==> config.mk <==
export PLATFORM = sky130hd
export DESIGN_NAME = karatsuba_clmul_seq
export DESIGN_NICKNAME = d
export VERILOG_FILES = /design/src/rtl/karatsuba_clmul_seq.sv
export SDC_FILE = /design/constraint.sdc
export NUM_CORES = 1
export LEC_CHECK = 0
export ABC_AREA = 1
export BUFFER_PORTS_ARGS = -buffer_cell sky130_fd_sc_hd__clkbuf_2
export CORE_MARGIN = 2
export CORE_UTILIZATION = 25
export DETAILED_ROUTE_END_ITERATION = 6
export MAX_ROUTING_LAYER = met4
export PLACE_DENSITY_LB_ADDON = 0.3
export SYNTH_ARGS = -nofsm -noshare
export SYNTH_HDL_FRONTEND = slang
export SYNTH_SLANG_ARGS = --single-unit
export TNS_END_PERCENT = 10
==> constraint.sdc <==
create_clock -name clk -period 2.8 [get_ports clk]
set_input_delay 0.14 -clock clk [delete_from_list [all_inputs] [get_ports clk]]
set_output_delay 0.14 -clock clk [all_outputs]
set_load 0.01 [all_outputs]
==> src/rtl/karatsuba_clmul_seq.sv <==
// Sequential carry-less multiplier built around one 2x2 Karatsuba cell.
// One digit pair per cycle, XOR-accumulated into a double-width register.

module mul_2_module (
  input  logic [1:0] a_i,
  input  logic [1:0] b_i,
  output logic [3:0] p_o
);

  logic lo;
  logic hi;
  logic mid;

  // Karatsuba: middle term from (a0^a1)(b0^b1) minus the outer terms
  assign lo  = a_i[0] & b_i[0];
  assign hi  = a_i[1] & b_i[1];
  assign mid = ((a_i[0] ^ a_i[1]) & (b_i[0] ^ b_i[1])) ^ lo ^ hi;
  assign p_o = {1'b0, hi, mid, lo};

endmodule

module karatsuba_clmul_seq #(
  parameter int WIDTH = 8
) (
  input  logic               clk,
  input  logic               rst,
  input  logic               in_valid,
  output logic               in_ready,
  input  logic [WIDTH-1:0]   in_a,
  input  logic [WIDTH-1:0]   in_b,
  output logic               out_valid,
  input  logic               out_ready,
  output logic [2*WIDTH-1:0] out_p,
  output logic               busy
);

  localparam int D  = WIDTH / 2;
  localparam int CW = (D > 1) ? $clog2(D) : 1;
  localparam int PW = 2 * WIDTH;
  localparam logic [CW-1:0] LAST = CW'(D - 1);

  typedef enum logic [1:0] {
    S_IDLE,
    S_RUN,
    S_DONE
  } state_t;

  state_t          state_q, state_d;
  logic [WIDTH-1:0] a_q, a_d;
  logic [WIDTH-1:0] b_q, b_d;
  logic [PW-1:0]   acc_q, acc_d;
  logic [CW-1:0]   i_q, i_d;
  logic [CW-1:0]   j_q, j_d;

  logic [1:0]      a_dig;
  logic [1:0]      b_dig;
  logic [3:0]      p4;
  logic [CW:0]     dsum;
  logic [CW+1:0]   sh;
  logic [PW-1:0]   pp;

  always_comb begin
    a_dig = '0;
    b_dig = '0;
    for (int k = 0; k < D; k++) begin
      if (i_q == CW'(k)) a_dig = a_q[2*k +: 2];
      if (j_q == CW'(k)) b_dig = b_q[2*k +: 2];
    end
  end

  mul_2_module u_cell (
    .a_i(a_dig),
    .b_i(b_dig),
    .p_o(p4)
  );

  // digit weights add: shift by 2*(i+j)
  assign dsum = {1'b0, i_q} + {1'b0, j_q};
  assign sh   = {dsum, 1'b0};
  assign pp   = {{(PW-4){1'b0}}, p4} << sh;

  always_comb begin
    state_d = state_q;
    a_d     = a_q;
    b_d     = b_q;
    acc_d   = acc_q;
    i_d     = i_q;
    j_d     = j_q;
    unique case (state_q)
      S_IDLE: begin
        if (in_valid) begin
          a_d     = in_a;
          b_d     = in_b;
          acc_d   = '0;
          i_d     = '0;
          j_d     = '0;
          state_d = S_RUN;
        end
      end
      S_RUN: begin
        acc_d = acc_q ^ pp;
        if (j_q == LAST) begin
          j_d = '0;
          if (i_q == LAST) begin
            i_d     = '0;
            state_d = S_DONE;
          end else begin
            i_d = i_q + 1'b1;
          end
        end else begin
          j_d = j_q + 1'b1;
        end
      end
      S_DONE: begin
        if (out_ready) state_d = S_IDLE;
      end
      default: state_d = S_IDLE;
    endcase
  end

  always_ff @(posedge clk or posedge rst) begin
    if (rst) begin
      state_q <= S_IDLE;
      a_q     <= '0;
      b_q     <= '0;
      acc_q   <= '0;
      i_q     <= '0;
      j_q     <= '0;
    end else begin
      state_q <= state_d;
      a_q     <= a_d;
      b_q     <= b_d;
      acc_q   <= acc_d;
      i_q     <= i_d;
      j_q     <= j_d;
    end
  end

  assign in_ready  = (state_q == S_IDLE);
  assign out_valid = (state_q == S_DONE);
  assign busy      = (state_q != S_IDLE);
  assign out_p     = acc_q;

endmodule
==> run_results.csv <==
group,metric,value,unit
floorplan,placementRows,34,
sta,fmax,0.458,GHz
floorplan,die_y,98.1,µm
setup_path,timing.rr.end,"out_p[13]",
power,ir_worst_vdd,0.264,mV
setup_path,crit_required,2.99,ns
setup_path,r2r-start,"i_q[0]",
status,status,"finished, final reports clean",
synth,async_flop_share,1.00,
sta,drv_slew,0,
floorplan,design.core.area,8640,µm²
routing,drt_iter0_drc,63,
min_path,hold_start,"in_a[6]",
placed_design,dp_slack,0.602,ns
routing,drc_errors,0,
run,maxCapViolCount,0,
setup_path,crit_arrival,2.37,ns
synth,synth-seq-cells,38,
routing,drt-total-wl,5000,µm
min_path,min_path_cells,3,
sta,fin_ws,0.618,ns
grt,grt.total_usage,0.116,
sta,fin_crit,2.18,ns
grt,grt_pass1_wl,8950,µm
clocking,cts_sinks,38,
floorplan,io_pins,39,
placed_design,port_buffers,38,
finish,nets,373,
synth,synth_edf_count,0,
routing,post_drt_wl_per_cell,11.1,µm
grt,met2_usage,0.187,
synth,yosysSeqAreaShare,0.430,
power,p_per_area,1080,nW/µm²
placed_design,routabilityCongestion,0.812,
routing,vias,1925,
clocking,clk-insertion-delay-late,0.29,ns
grt,grt_use_met1,0.146,
synth,netlist_area,2210,µm²
finish,diodes,0,
sta,worst_clock_skew,0.00426,ns
setup_path,rrSetupSlack,0.62,ns
routing,ant_nets,0,
finish,drive_gt1_frac,0.195,
floorplan,die_w,98.1,µm
finish,area_growth,18.1,%
sta,worst_pin_slew,0.498,ns
clocking,cts_buffers,5,
placed_design,place.detailed.hpwl,3750,µm
grt,overflow,0,
synth,syn_nets,332,
synth,yosys_warnings,0,
clocking,clk_pin_slew,0.08,ns
sta,finalSetupViolations,0,
setup_path,path_class,"flop to flop",
synth,syn_area_per_cell,7.32,µm²
clocking,cts_tree,"yes",
synth,synth_area_leaders,"dfrtp_1, nand2_1, nand3_1, inv_1, ha_1",
min_path,min_to,"a_q[6]",
synth,syn_inst,302,
grt,antenna_found_initial,0,
routing,dr.pass1.iters,4,
clocking,clockBufferDepth,2,
sta,finalSetupTns,0,ns
synth,yosysTopAreaCellShare,0.430,
synth,yosysTopAreaCell,"dfrtp_1",
grt,grt_pass1_vias,1990,
setup_path,worst-r2r-cell-count,7,
clocking,htree_levels,2,
clocking,cts-root-buf,"clkbuf_8",
setup_path,start_kind,"flop",
grt,busiest_layer,"met2",
synth,yosys_most_used_dff,"dfrtp_1",
sta,rsz0062_at_grt,"false",
setup_path,end_kind,"flop",
floorplan,start_util,0.256,
setup_path,cp_max_fo,11,
grt,use_met3,0.0258,
grt,grt_max_degree,39,
routing,vias_per_cell,4.26,
sta,maxSlewHeadroom,0.668,
power,p_leak,1.49,nW
sta,period_share,0.779,
sta,hold_viol_final,0,
floorplan,die-area,9620,µm²
synth,synth.distinct_cells,23,
min_path,hp-class,"primary input to flop",
clocking,ctsResizeCount,0,
[cells in the mapped netlist, types with 2 or more instances]
| cell | n |
|---|---|
| nor2_1 | 13 |
| dfrtp_1 | 38 |
| clkbuf_1 | 2 |
| ha_1 | 9 |
| nand3_1 | 33 |
| o21ai_1 | 13 |
| buf_2 | 3 |
| nand2_1 | 113 |
| inv_2 | 6 |
| nand4_1 | 2 |
| inv_1 | 41 |
| a21oi_1 | 8 |
| nor2_2 | 5 |
| buf_4 | 2 |
| o21ai_2 | 4 |
| o21ai_0 | 3 |
[flip-flops by register name, indices dropped and copies added (netlist names)]
name and flops:
a_q 8, i_q 2, state_q 2, b_q 8
j_q 2, out_p 16
[layer usage]
metal | wire [µm] | vias up
met5 | 0 | -
met4 | 59 | 0
met3 | 190 | 6
met2 | 2300 | 35
met1 | 2450 | 877
li1 | - | 1007
[layout by cell type, fill, tap and decap left out, types with 2 or more instances in the layout]
cell / netlist / routed
nand2_1: 113 / 113
inv_1: 41 / 41
dfrtp_1: 38 / 38
clkbuf_2: 0 / 38
nand3_1: 33 / 33
nor2_1: 13 / 13
o21ai_1: 13 / 13
ha_1: 9 / 9
a21oi_1: 8 / 8
inv_2: 6 / 6
clkbuf_8: 0 / 6
nor2_2: 5 / 5
o21ai_2: 4 / 4
o21ai_0: 3 / 3
buf_4: 2 / 3
nand4_1: 2 / 2
[critical path, cell delays in order, from the launching register on]
cell and delay (ns):
dfrtp_1 0.43, ha_1 0.23, fa_1 0.73, inv_1 0.28
nor2_1 0.20, nand3_1 0.10, nand2_1 0.08, inv_1 0.03
[worst max path at each step]
stage,to,depth (start not counted),startpoint
after detailed placement,out_p[0],7,i_q[0]
final,out_p[13],7,i_q[0]
after CTS,out_p[0],7,i_q[0]
after global routing,out_p[0],7,i_q[0]
after global placement,out_p[0],7,i_q[0]
after floorplan,out_p[12],8,i_q[0]
[repair_timing]
action | in CTS | in global routing
hold endpoints to repair | 38 | 0
hold buffers | 1 | 0
setup buffers | 0 | 0
setup endpoints to repair | 0 | 0
[per-stage QoR]
stage	hold WS [ns]	utilization	cells	area, µm²	power [mW]
2_1_floorplan	0.257	-	302	2210	2.10
3_3_place_gp	0.280	0.291	443	2510	2.44
3_5_place_dp	0.277	0.291	443	2510	2.46
4_1_cts	0.0458	0.303	452	2610	2.87
5_1_grt	0.0534	0.303	452	2610	3.14
6_report	0.0462	0.303	452	2610	2.83
[power breakdown]
part / switching, mW / internal [mW] / total (mW)
sequential: 0.149 / 0.757 / 0.906
clock: 0.196 / 0.199 / 0.395
combinational: 1.04 / 0.489 / 1.53
[kinds of logic after synthesis]
kind of cell | count (synthesis) | share of synthesized area
buffers and inverters | 56 | 0.105
adder cells (fa/ha/maj) | 10 | 0.0600
AND/OR/NAND/NOR | 168 | 0.322
flip-flops | 38 | 0.430
AO/OA/AOI/OAI | 30 | 0.0831
[final cells by class]
class | count | area [µm²]
inverter | 48 | 183
timing repair buffer | 42 | 223
fill | 958 | 6020
sequential | 38 | 951
clock buffer | 7 | 86.3
multi-input combinational | 208 | 1030
clock inverter | 1 | 5.00
tap | 108 | 135
No activity file was read; power rests on OpenSTA's default activity.
